File: config.mk
export PLATFORM = sky130hd
export DESIGN_NAME = id_exe_elastic
export DESIGN_NICKNAME = d
export VERILOG_FILES = /design/src/rtl/id_exe_elastic_pkg.sv /design/src/rtl/id_exe_elastic_entry.sv /design/src/rtl/id_exe_elastic.sv
export SDC_FILE = /design/constraint.sdc
export NUM_CORES = 1
export LEC_CHECK = 0
export BUFFER_PORTS_ARGS = -buffer_cell sky130_fd_sc_hd__buf_2
export CAP_MARGIN = 15
export CORE_MARGIN = 10
export CORE_UTILIZATION = 55
export CTS_CLUSTER_SIZE = 24
export DETAILED_ROUTE_END_ITERATION = 16
export PLACE_DENSITY = 0.81
export SLEW_MARGIN = 15
export SYNTH_ARGS = -nofsm -noshare
export SYNTH_HDL_FRONTEND = slang
export SYNTH_HIERARCHICAL = 1
export SYNTH_SLANG_ARGS = --single-unit
File: constraint.sdc
create_clock -name clk_i -period 3.85 [get_ports clk_i]
set_input_delay 0.77 -clock clk_i [delete_from_list [all_inputs] [get_ports clk_i]]
set_output_delay 0.77 -clock clk_i [all_outputs]
set_load 0.03 [all_outputs]
File: src/rtl/id_exe_elastic_pkg.sv
// Shared encodings for the ID->EXE elastic stage: bubble instruction, load opcode,
// occupancy states and the default widths.
package id_exe_elastic_pkg;

    localparam int DEF_DATA_W  = 32;
    localparam int DEF_ADDR_W  = 32;
    localparam int DEF_RDATA_W = 32;
    localparam int DEF_RADDR_W = 5;

    localparam logic [31:0] NOP_ENC  = 32'h0000_0013;
    localparam logic [6:0]  LOAD_ENC = 7'b0000011;

    // Encoding equals the number of held entries, so count_o is the state itself.
    typedef enum logic [1:0] {
        ST_EMPTY = 2'd0,
        ST_ONE   = 2'd1,
        ST_TWO   = 2'd2
    } state_e;

endpackage

File: src/rtl/id_exe_elastic_entry.sv
// One payload register of the elastic stage: loads on enable, zeroes on clear.
module id_exe_entry #(
    parameter int W = 8
) (
    input  logic         clk_i,
    input  logic         ld,
    input  logic         clr,
    input  logic [W-1:0] d,
    output logic [W-1:0] q
);

    always_ff @(posedge clk_i) begin
        if (clr) begin
            q <= '0;
        end else if (ld) begin
            q <= d;
        end
    end

endmodule

File: src/rtl/id_exe_elastic.sv
// ID->EXE pipeline stage with valid/ready handshake, 2-entry skid buffer,
// flush, bubble presentation and load-use hazard detection.
module id_exe_elastic
    import id_exe_elastic_pkg::*;
#(
    parameter int                  DATA_W   = DEF_DATA_W,
    parameter int                  ADDR_W   = DEF_ADDR_W,
    parameter int                  RDATA_W  = DEF_RDATA_W,
    parameter int                  RADDR_W  = DEF_RADDR_W,
    parameter logic [DATA_W-1:0]   NOP_INST = NOP_ENC,
    parameter logic [6:0]          LOAD_OPC = LOAD_ENC
) (
    input  logic               clk_i,
    input  logic               rst_ni,
    input  logic               flush_i,
    input  logic               in_valid_i,
    output logic               in_ready_o,
    input  logic [DATA_W-1:0]  inst_i,
    input  logic [ADDR_W-1:0]  inst_addr_i,
    input  logic [RDATA_W-1:0] op1_i,
    input  logic [RDATA_W-1:0] op2_i,
    input  logic               reg_we_i,
    input  logic [RADDR_W-1:0] reg_waddr_i,
    input  logic [RADDR_W-1:0] id_rs1_i,
    input  logic [RADDR_W-1:0] id_rs2_i,
    output logic               out_valid_o,
    input  logic               out_ready_i,
    output logic [DATA_W-1:0]  inst_o,
    output logic [ADDR_W-1:0]  inst_addr_o,
    output logic [RDATA_W-1:0] op1_o,
    output logic [RDATA_W-1:0] op2_o,
    output logic               reg_we_o,
    output logic [RADDR_W-1:0] reg_waddr_o,
    output logic               inst_is_load_o,
    output logic [RADDR_W-1:0] rd_o,
    output logic               load_use_o,
    output logic [1:0]         count_o
);

    typedef struct packed {
        logic [DATA_W-1:0]  inst;
        logic [ADDR_W-1:0]  addr;
        logic [RDATA_W-1:0] op1;
        logic [RDATA_W-1:0] op2;
        logic               reg_we;
        logic [RADDR_W-1:0] waddr;
        logic               is_load;
        logic [RADDR_W-1:0] rd;
    } payload_t;

    localparam int PW = $bits(payload_t);

    state_e   state_q, state_d;
    logic     in_ready_q;
    logic     accept, issue;
    logic     head_ld, skid_ld, head_from_skid;
    payload_t in_pl, head_d, head_q, skid_q;

    // Load sideband is decoded once on entry and travels with the payload.
    always_comb begin
        in_pl.inst    = inst_i;
        in_pl.addr    = inst_addr_i;
        in_pl.op1     = op1_i;
        in_pl.op2     = op2_i;
        in_pl.reg_we  = reg_we_i;
        in_pl.waddr   = reg_waddr_i;
        in_pl.is_load = (inst_i[6:0] == LOAD_OPC);
        in_pl.rd      = RADDR_W'(inst_i[11:7]);
    end

    assign out_valid_o = (state_q != ST_EMPTY);
    assign in_ready_o  = in_ready_q;
    assign accept      = in_valid_i & in_ready_q;
    assign issue       = out_valid_o & out_ready_i;

    always_comb begin
        state_d        = state_q;
        head_ld        = 1'b0;
        skid_ld        = 1'b0;
        head_from_skid = 1'b0;
        case (state_q)
            ST_EMPTY: begin
                if (accept) begin
                    state_d = ST_ONE;
                    head_ld = 1'b1;
                end
            end
            ST_ONE: begin
                if (accept && issue) begin
                    head_ld = 1'b1;
                end else if (accept) begin
                    state_d = ST_TWO;
                    skid_ld = 1'b1;
                end else if (issue) begin
                    state_d = ST_EMPTY;
                end
            end
            ST_TWO: begin
                if (issue) begin
                    state_d        = ST_ONE;
                    head_ld        = 1'b1;
                    head_from_skid = 1'b1;
                end
            end
            default: state_d = ST_EMPTY;
        endcase
        // A kill wins over any transfer in the same cycle.
        if (flush_i) begin
            state_d = ST_EMPTY;
            head_ld = 1'b0;
            skid_ld = 1'b0;
        end
    end

    // Ready is registered from the next occupancy to keep it off the combinational path.
    always_ff @(posedge clk_i) begin
        if (!rst_ni) begin
            state_q    <= ST_EMPTY;
            in_ready_q <= 1'b1;
        end else begin
            state_q    <= state_d;
            in_ready_q <= (state_d != ST_TWO);
        end
    end

    assign head_d = head_from_skid ? skid_q : in_pl;

    id_exe_entry #(.W(PW)) u_head (
        .clk_i (clk_i),
        .ld    (head_ld),
        .clr   (flush_i),
        .d     (head_d),
        .q     (head_q)
    );

    id_exe_entry #(.W(PW)) u_skid (
        .clk_i (clk_i),
        .ld    (skid_ld),
        .clr   (flush_i),
        .d     (in_pl),
        .q     (skid_q)
    );

    // Payload is never visible while the head is invalid.
    always_comb begin
        inst_o         = NOP_INST;
        inst_addr_o    = '0;
        op1_o          = '0;
        op2_o          = '0;
        reg_we_o       = 1'b0;
        reg_waddr_o    = '0;
        inst_is_load_o = 1'b0;
        rd_o           = '0;
        if (out_valid_o) begin
            inst_o         = head_q.inst;
            inst_addr_o    = head_q.addr;
            op1_o          = head_q.op1;
            op2_o          = head_q.op2;
            reg_we_o       = head_q.reg_we;
            reg_waddr_o    = head_q.waddr;
            inst_is_load_o = head_q.is_load;
            rd_o           = head_q.rd;
        end
    end

    assign load_use_o = out_valid_o & inst_is_load_o & (rd_o != '0) &
                        ((rd_o == id_rs1_i) | (rd_o == id_rs2_i));

    assign count_o = state_q;

endmodule
Word-level counts from Yosys, hierarchy flattened
Cells that the tools add are included.

storage, ports and cells
  bits in registers = 283
  input bits = 149
  output and inout bits = 145
  logic and storage cells = 45

cells by class
  equal/unequal tests = 6
  mux-type cells = 25
  bitwise gates (word level) = 6
  reductions and logical operators = 4

operator list
  operator                                              count
  2-to-1 mux 140 bit                                    1
  2-to-1 mux 32 bit                                     4
  2-to-1 mux 2 bit                                      6
  equality test 5 bit                                   2
  2-to-1 mux 1 bit                                      10
  2-to-1 mux 5 bit                                      2
  equality test 7 x 2 -> 1 bit (second input constant)  1
  one-hot mux 2 bit (3 select lines)                    1
  AND 1 bit                                             5
  nonzero test 5 bit                                    1
  one-hot mux 1 bit (3 select lines)                    1
  equality test 2 x 1 -> 1 bit (second input constant)  1
  equality test 2 bit (second input constant)           1
  logical NOT 2 bit                                     1
  != test 2 bit (second input constant)                 1
  nonzero test 2 bit                                    1
  logical AND 1 bit                                     1
  OR 1 bit                                              1

Longest topological paths before layout
Gate-level depths: netlist (run 1).

  word-level depth = 8
  depth in mapped cells = 10

Hierarchy
Netlist (run 1), hierarchy kept.

modules (own cells, without submodules)
  module          instances  cells an instance  area an instance (µm²)
  id_exe_entry    2          452                5009.8
  id_exe_elastic  1          645                3010.4

Least setup slack after synthesis (run 1)
OpenSTA, ideal clock, no wires.

  kind = register -> output
  start point = register state_q[0] (netlist: count_o[0])
  end point = output load_use_o
  data arrival time = 1.892 ns
  required time = 3.080 ns
  setup slack = 1.188 ns
  stages on the path, launching flop included = 7
  buffers on the path = 1
  cell sequence = dfxtp_1 -> nor2_1 -> inv_1 -> clkbuf_2 -> and2_2 -> o41ai_1 -> a21oi_1

on the way
  word-level cells in the longest chain between the ends = 5
  elaborated cells between the ends (all ways) = 10

ends and longest elaborated chain
  item                     RTL line               text
  start, declared          id_exe_elastic.sv:53   state_e state_q, state_d;
  start signal, assigned   id_exe_elastic.sv:121  state_q <= state_d;
  nonzero test 2 bit       id_exe_elastic.sv:71   assign out_valid_o = (state_q != ST_EMPTY);
  2-to-1 mux 1 bit         id_exe_elastic.sv:154  if (out_valid_o) begin
  net inst_is_load_o       id_exe_elastic.sv:34   output logic inst_is_load_o,
  AND 1 bit (3 in series)  id_exe_elastic.sv:166  assign load_use_o = out_valid_o & inst_is_load_o & (rd_o != '0) &
  end, declared            id_exe_elastic.sv:36   output logic load_use_o,

The timed path passes the listed nets, and every way through them passes these cells.

Final worst setup path (run 1)
  start point = register state_q[0] (netlist: count_o[0])
  end point = output inst_o[9]

on the way
  word-level cells in the longest chain between the ends = 2

ends and longest elaborated chain
  item                RTL line               text
  nonzero test 2 bit  id_exe_elastic.sv:71
  2-to-1 mux 32 bit   id_exe_elastic.sv:154
  end, declared       id_exe_elastic.sv:28   output logic [DATA_W-1:0] inst_o,

Every way passes these cells.

==> impl_metrics.ini, run 1 <==
[sta]
tightest_slew_ps = 1135
rsz0062_at_grt = false
finalSetupViolCount = 0
fin_skew_ps = 10.71
max_clock_freq_ghz = 0.2933
tns_ps = 0
slew-limit-headroom_pct = 24.32
timing.final.max_slew_violations = 0
timing.final.crit_share_pct = 88.56
setup_ws_ps = 440.3
finalHoldViolCount = 0
min_period_ps = 3410

[grt]
grt_max_degree = 249
grt_pass1_wl_um = 54910
antenna_found_initial = 5
groute.usage.overall_pct = 21.20
grt_pass1_vias = 10930
overflow = 0

[logic_synthesis]
synth_warnings = 6
synth_cell_type_count = 32
avgSynthCellArea_um2 = 8.412
synth_ff_type = dfxtp_1
async_flop_share_pct = 0
syn_area_mm2 = 0.01303
synth_cells = 1549
synth_edf_count = 0
ys_seq_area_share_pct = 43.48
synth_fp_nets = 1698
yosys_register_bits = 283

[setup_path]
end_kind = output port
r2r_start = count_o[1]
cp_cell_sequence = nor2_1, clkinv_2, buf_4, and2_1, buf_2
worstSetupStartpoint = count_o[0]
start_kind = register
critPathSlowestCell = clkinv_2
worstPathRequired_ps = 3080
crit_type = reg2out
cpPeakStageDelay_ps = 510
critPathMaxFanout = 50
cp.arrival_ps = 2640

[die]
die_x_um = 173.9
core.rowCount = 56
dieHeight_um = 173.9
dieArea_mm2 = 0.03025
start_util_pct = 55.68
io_pins = 294
fp.coreArea_mm2 = 0.02340

[finish]
final_cells = 2119
nFillCells = 1975
drive_gt1_share_pct = 20.30
mostFrequentLayoutCell = nand2_1
nNetsFinal = 1925
area_delta_synth_final_pct = 17.40
layout_common_cells = nand2_1 (416), buf_2 (292), nor2_1 (285)
postLayoutCoreUtil_pct = 65.37

[place]
pre_cts_slack_ps = 958.3
place_congestion = 0.8146
numPlacedInstances = 2063
hpwl_um = 21900
io_buffers = 293

[drt]
vias_per_cell = 5.064
drc = 0
first_pass_iters = 5
drt_iter0_drc = 691
vias = 10730
wirelength_um = 33640
drt-wirelength-per-cell_um = 15.87
drtAntennaViolNets = 0

[clock_network]
clkSlewWorstSetupHoldPaths_ps = 70
cts_buffers = 30
clk_path_buf_depth = 3
cts.sinks = 283
post_cts_buffers = 0
htree_levels = 1
cts_resized = 0
cts-root-buf = clkbuf_16
cts_tree = built
clock_latency_ps = 550
hold_buffers = 0

[min_path]
min_from = rst_ni
hold_path.class = in2reg

[power]
power_leakage_nw = 7.064
p_per_area_mw_per_mm2 = 431.7
p_total_w = 0.006603
vdd_drop_max_mv = 0.3088

[run_status]
run_status = complete, no violations

[flow_run]
cap_violations = 0
registers in the layout, summed over array words and instances, names as in the netlist:
name        cells
count_o         2
in_ready_o      1
u_head/q      140
u_skid/q      140
synth_stat cells, types with 2 or more instances:
library cell | instances | area share, %
a21oi_1 | 2 | 0.077
and2_1 | 135 | 6.5
buf_12 | 2 | 0.31
buf_2 | 32 | 1.2
buf_4 | 11 | 0.63
buf_6 | 7 | 0.60
buf_8 | 20 | 2.3
clkbuf_1 | 36 | 1.0
dfxtp_1 | 283 | 43
inv_1 | 3 | 0.086
mux2i_1 | 282 | 22
nand2_1 | 416 | 12
nand2b_1 | 5 | 0.24
nand3_1 | 3 | 0.12
nor2_1 | 286 | 8.2
nor4_1 | 2 | 0.096
o21ai_0 | 2 | 0.077
xor2_1 | 8 | 0.54
metrics by stage:
stage	area [um^2]	hold WS [ps]
3_3_place_gp	14260	463.7
6_report	15300	441.2
4_1_cts	15290	422.3
2_1_floorplan	13030	451.1
3_5_place_dp	14260	474.2
5_1_grt	15290	444.8
power breakdown:
group          internal (W)  switching, W  leakage (nW)
Combinational      0.000226      0.000326          4.26
Sequential          0.00302     0.0000516          2.30
Clock               0.00178       0.00120         0.509
layout make-up:
type,instances,area (um^2),area share (%)
clock inverter,16,173.9,1.137
sequential,283,5665,37.04
timing repair buffer,304,1608,10.51
clock buffer,38,862.1,5.636
tap,319,399.1,2.609
inverter,3,12.51,0.08179
antenna,2,5.005,0.03272
multi-input combinational,1154,6571,42.96
worst paths after layout:
check	to	slack, ps	cells past startpoint
max	inst_o[9]	440	5
min	in_ready_o	440	2
max reg2reg	u_head/q[55]	1690	7
min reg2reg	u_head/q[90]	480	2
kinds of logic after synthesis:
logic type                Yosys count  share of synthesized area (%)
xor gates and xnor gates            9                         0.6050
AOI/OAI and AO/OA                   7                         0.3457
and+or+nand+nor                   855                          27.58
DFF                               283                          43.48
buffers and inverters             112                          6.242
muxes                             283                          21.75
worst max-delay path, delay by kind of cell (launching register included):
kind | cells | cell delay [ps]
buffers and inverters | 3 | 1160
flip-flops | 1 | 410
AND/OR/NAND/NOR | 2 | 490
layer usage:
layer | vias up | track usage (%) | part of all wire (%)
met5 | - | 0 | 0.086
met4 | 6 | 4.988 | 1.7
met3 | 50 | 5.829 | 7.4
met2 | 298 | 35.83 | 46
met1 | 4998 | 26.29 | 45
li1 | 5379 | - | -
(Power assumes the default switching activity.)
==> run 2, diff against run 1 <==
--- a/config.mk
+++ b/config.mk
@@ -8,12 +8,10 @@
 export BUFFER_PORTS_ARGS = -buffer_cell sky130_fd_sc_hd__buf_2
 export CAP_MARGIN = 15
 export CORE_MARGIN = 10
-export CORE_UTILIZATION = 55
+export CORE_UTILIZATION = 30
 export CTS_CLUSTER_SIZE = 24
 export DETAILED_ROUTE_END_ITERATION = 16
-export PLACE_DENSITY = 0.81
 export SLEW_MARGIN = 15
 export SYNTH_ARGS = -nofsm -noshare
 export SYNTH_HDL_FRONTEND = slang
-export SYNTH_HIERARCHICAL = 1
 export SYNTH_SLANG_ARGS = --single-unit
==> run 2 against run 1 <==
- synthesized area decreased by 6.4%
- wire length up 14%
- register-to-register slack worse by 110 ps
- largest power group unchanged
- flip-flop and latch count fell by 10
- global-route usage is 6.5 points lower
- via count is 0.90% lower
- critical path depth stayed put
- clock power down 6%
- cell count increased by 2.0%
- worst hold slack worse by 0.96 ps
- sequential power about the same
- fmax decreased by 1.1%
==> impl_metrics.ini, run 2 <==
[setup_path]
cp_cell_sequence = nor2_1, clkinv_2, buf_4, and2_1, buf_2
cp.arrival_ps = 2680
critPathMaxFanout = 47
worstPathRequired_ps = 3080
start_kind = register
cp_top_family = buffers and inverters
cpPeakStageDelay_ps = 480
end_kind = output port
cp_num_buf_inv = 3
crit_type = reg2out
critPathSlowestCell = clkinv_2

[place]
place_congestion = 0.8105
io_buffers = 293
hpwl_um = 24180

[logic_synthesis]
avgSynthCellArea_um2 = 8.703
synth_cell_type_count = 33
synth_ff_type = dfxtp_1
ys_seq_area_share_pct = 44.79
synth_edf_count = 0
syn_area_mm2 = 0.01220
synth_warnings = 0
synth_area_leaders = dfxtp_1 (45%), mux2i_1 (11%), nand2_1 (8.5%)
yosysMostFrequentCell = nand2_1
yosys-top-cells-count = nand2_1 (275), dfxtp_1 (273), nor3_1 (137), a21oi_1 (136), mux2i_1 (136)
synth_fp_nets = 1551
synth_top_cell_by_area = dfxtp_1
yosysTopAreaCellShare_pct = 44.79
async_flop_share_pct = 0
synth_cells = 1402
yosys_register_bits = 273

[clock_network]
clk_path_buf_depth = 3
cts_resized = 0
clock_latency_ps = 570
cts_tree = built
htree_levels = 1
cts.sinks = 273
cts_buffers = 31
hold_buffers = 0
clkSlewWorstSetupHoldPaths_ps = 60
post_cts_buffers = 0
cts-root-buf = clkbuf_16

[die]
fp.coreArea_mm2 = 0.04001
core.rowCount = 73
die_x_um = 221.7
io_pins = 294
start_util_pct = 30.50
dieArea_mm2 = 0.04914
dieHeight_um = 221.7

[sta]
timing.final.max_slew_violations = 0
slew-limit-headroom_pct = 39.75
tightest_slew_ps = 903.7
max_clock_freq_ghz = 0.2899
finalHoldViolCount = 0
finalSetupViolCount = 0
rsz0062_at_grt = false
min_period_ps = 3449
tns_ps = 0
fin_skew_ps = 20.63
timing.final.crit_share_pct = 89.58

[grt]
grt_pass1_wl_um = 60290
groute.usage.overall_pct = 14.66
overflow = 0
grt_pass1_vias = 10340
antenna_found_initial = 6
grt_max_degree = 136

[finish]
multi_input_area_mm2 = 0.006135
area_delta_synth_final_pct = 23.16
layout_common_cells = buf_2 (292), nand2_1 (275), dfxtp_1 (273)
mostFrequentLayoutCell = buf_2
nNetsFinal = 1759
postLayoutCoreUtil_pct = 37.56
final-seq-area_mm2 = 0.005465
nFillCells = 4081
drive_gt1_share_pct = 25.46

[drt]
first_pass_iters = 4
vias = 10630
drt-wirelength-per-cell_um = 17.76
drc = 0
wirelength_um = 38390
vias_per_cell = 4.919
drt_iter0_drc = 655
drtAntennaViolNets = 0

[power]
vdd_drop_max_mv = 0.3615
power_leakage_nw = 6.806
p_per_area_mw_per_mm2 = 441.9

[flow_run]
cap_violations = 0

[min_path]
hold_path.class = in2reg

[run_status]
run_status = complete, no violations
run 2: logic make-up after synthesis:
kind of cell / Yosys count / share of synthesized area [%]
XOR/XNOR: 9 / 0.6461
AND/OR/NAND/NOR: 564 / 21.85
AO/OA/AOI/OAI: 279 / 16.42
buffers and inverters: 141 / 5.137
flip-flops: 273 / 44.79
multiplexers: 136 / 11.16
run 2: per-stage QoR:
step                total power, W  setup slack, ps  hold slack (ps)  area [um^2]  std cells
global placement          0.003893            976.0            440.6        14060       2102
global route              0.006936            184.1            420.7        15030       2162
finish                    0.006641            401.1            440.3        15030       2162
floorplan                 0.003618            904.4            435.7        12200       1402
detailed placement        0.003910            951.1            445.6        14060       2102
CTS                       0.006729            344.6            411.5        15020       2159
run 2: routing by layer:
layer | vias up | wire, um | share of wire (%) | global-route usage (%)
met4 | 6 | 601 | 1.6 | 3.586
li1 | 5250 | - | - | -
met1 | 5072 | 17240 | 45 | 19.18
met5 | - | 34 | 0.089 | 0
met2 | 263 | 18270 | 48 | 23.93
met3 | 43 | 2242 | 5.8 | 3.243
run 2: worst register-to-register path, cell delays in order (launching register included):
cell and delay [ps]:
dfxtp_1 370, nand3b_1 330, a21oi_4 260, or2_4 540, buf_12 380, a211oi_1 230
run 2: final timing paths:
kind	endpoint	slack, ps	startpoint	cells after the start
worst min register to register	u_skid.q[31]	450	u_skid.q[31]	2
worst max register to register	u_head.q[93]	1580	count_o[1]	5
worst max-delay path	op2_o[31]	400	count_o[0]	5
worst min-delay path	u_skid.q[54]	440	op1_i[10]	3
run 2: area by class of cell:
cell class                 count  area share [%]
sequential                   273           36.37
clock buffer                  50           6.103
timing repair buffer         313           11.91
multi-input combinational    988           40.82
inverter                       3         0.08326
tap                          525           4.371
clock inverter                 7          0.2997
antenna                        3         0.04995
run 2: where the power goes:
part / internal [W] / switching, W / leakage (nW)
Combinational: 0.000293 / 0.000490 / 4.10
Clock: 0.00162 / 0.00118 / 0.471
Sequential: 0.00297 / 0.0000847 / 2.24
Total: 0.00489 / 0.00175 / 6.81
==> run 3, diff against run 2 <==
==> constraint.sdc (replaced) <==
create_clock -name clk_i -period 3.85 [get_ports clk_i]
set_input_delay 0.385 -clock clk_i [delete_from_list [all_inputs] [get_ports clk_i]]
set_output_delay 0.385 -clock clk_i [all_outputs]
set_load 0.03 [all_outputs]
==> run 3 against run 2 <==
- non-clock buffer count down 3
- total power is 6.9% higher
- critical path depth unchanged
- core utilization grew 0.30 points
- worst hold slack got worse by 390 ps
- critical endpoint is now inst_o[5]
- sequential share of layout area fell by 0.29 points
==> impl_metrics.ini, run 3 (synthesized netlist as in run 2, its figures left out) <==
[power]
netSwitchingPower_w = 0.001792
power_leakage_nw = 6.875
p_int_w = 0.005308
vdd_drop_max_mv = 0.3485
swShare_pct = 25.24
p_total_w = 0.007101
seq_power_share_pct = 43.0
clkPwrFrac_pct = 46.1
p_per_area_mw_per_mm2 = 468.7
pwr-share-comb_pct = 10.9

[place]
place_congestion = 0.7859
io_buffers = 293
hpwl_um = 24130

[clock_network]
clk_path_buf_depth = 3
clock_latency_ps = 580
post_cts_buffers = 0
cts-root-buf = clkbuf_16
clkSlewWorstSetupHoldPaths_ps = 70
hold_buffers = 0
htree_levels = 1
cts_resized = 0
cts.sinks = 273
cts_buffers = 31
cts_tree = built

[die]
dieHeight_um = 221.7
start_util_pct = 30.50
io_pins = 294
fp.coreArea_mm2 = 0.04001
core.rowCount = 73
die_x_um = 221.7
dieArea_mm2 = 0.04914

[sta]
timing.final.max_slew_violations = 0
tns_ps = 0
finalHoldViolCount = 0
min_period_ps = 3114
max_clock_freq_ghz = 0.3211
finalSetupViolCount = 0
timing.final.crit_share_pct = 80.88
fin_skew_ps = 13.93
rsz0062_at_grt = false
tightest_slew_ps = 756.6
slew-limit-headroom_pct = 49.56

[setup_path]
cp_top_family = buffers and inverters
critPathSlowestCell = clkinv_2
cp.arrival_ps = 2730
crit_type = reg2out
critPathMaxFanout = 48
end_kind = output port
start_kind = register
cp_cell_sequence = nor2_1, clkinv_2, buf_4, and2_1, buf_2
cpPeakStageDelay_ps = 490
cp_num_buf_inv = 3
r2r_slack_ps = 1420
worstPathRequired_ps = 3460

[drt]
wirelength_um = 38400
vias_per_cell = 4.841
drc = 0
first_pass_iters = 5
drt-wirelength-per-cell_um = 17.75
vias = 10470
drt_iter0_drc = 686
drtAntennaViolNets = 0

[finish]
layout_common_cells = buf_2 (292), nand2_1 (275), dfxtp_1 (273)
drive_gt1_share_pct = 25.98
mostFrequentLayoutCell = buf_2
area_delta_synth_final_pct = 24.16
nNetsFinal = 1756

[grt]
groute.usage.overall_pct = 14.67
antenna_found_initial = 9
grt_pass1_vias = 10320
grt_max_degree = 136
overflow = 0
grt_pass1_wl_um = 60040

[run_status]
run_status = complete, no violations

[min_path]
hold_path.class = in2reg

[flow_run]
cap_violations = 0
-- run 3: cell count changes in the layout (fill, tap and decap cells not counted), sizes merged --
cell	change
buf	-3
bufinv	+6
clkbuf	-8
clkinv	+4
clkinvlp	-1
diode	+3
-- run 3: power by group through the flow --
| stage | Sequential, W | Combinational, W | Clock (W) |
|---|---|---|---|
| 2_1_floorplan | 0.00309 | 0.000533 | 0 |
| 3_3_place_gp | 0.00311 | 0.000769 | 0 |
| 3_5_place_dp | 0.00311 | 0.000784 | 0 |
| 4_1_cts | 0.00305 | 0.000787 | 0.00337 |
| 5_1_grt | 0.00307 | 0.000854 | 0.00350 |
| 6_report | 0.00305 | 0.000776 | 0.00327 |
-- run 3: worst paths after layout --
kind,start,end,cells after the start
worst min-delay path,op1_i[0],u_skid.q[44],3
worst max register to register,count_o[1],u_head.q[26],5
worst min register to register,u_skid.q[110],u_skid.q[110],2
worst max-delay path,count_o[0],inst_o[5],5
-- run 3: worst register-to-register path, stage by stage (launching register included) --
cell,delay [ps]
dfxtp_1,370
and3b_1,260
and2_4,520
or2_4,580
buf_4,430
a211oi_1,130
-- run 3: per-stage QoR --
step	instances	hold WS [ps]	setup slack, ps	util (%)	area (um^2)
final	2163	49.47	736.2	37.87	15150
after global placement	2099	440.4	1304	34.96	13990
after CTS	2157	15.72	696.4	37.83	15130
after global routing	2161	32.07	551.4	37.86	15140
after detailed placement	2099	445.8	1313	34.96	13990
after floorplan	1402	435.7	1289	-	12200
-- run 3: per-layer routing --
layer	global-route usage, %	up-vias	routed length, um
met2	23.93	231	18380
met5	0	-	47
met1	18.75	4933	17010
met4	3.958	6	713
met3	3.810	50	2245
li1	-	5251	-
-- run 3: layout make-up --
class | count | area (um^2)
Fill cell | 4066 | 24860
Multi-Input combinational cell | 988 | 6135
Sequential cell | 273 | 5465
Timing Repair Buffer | 310 | 1717
Clock buffer | 42 | 907.1
Tap cell | 525 | 656.9
Clock inverter | 16 | 241.5
Antenna cell | 6 | 15.01
Inverter | 3 | 12.51
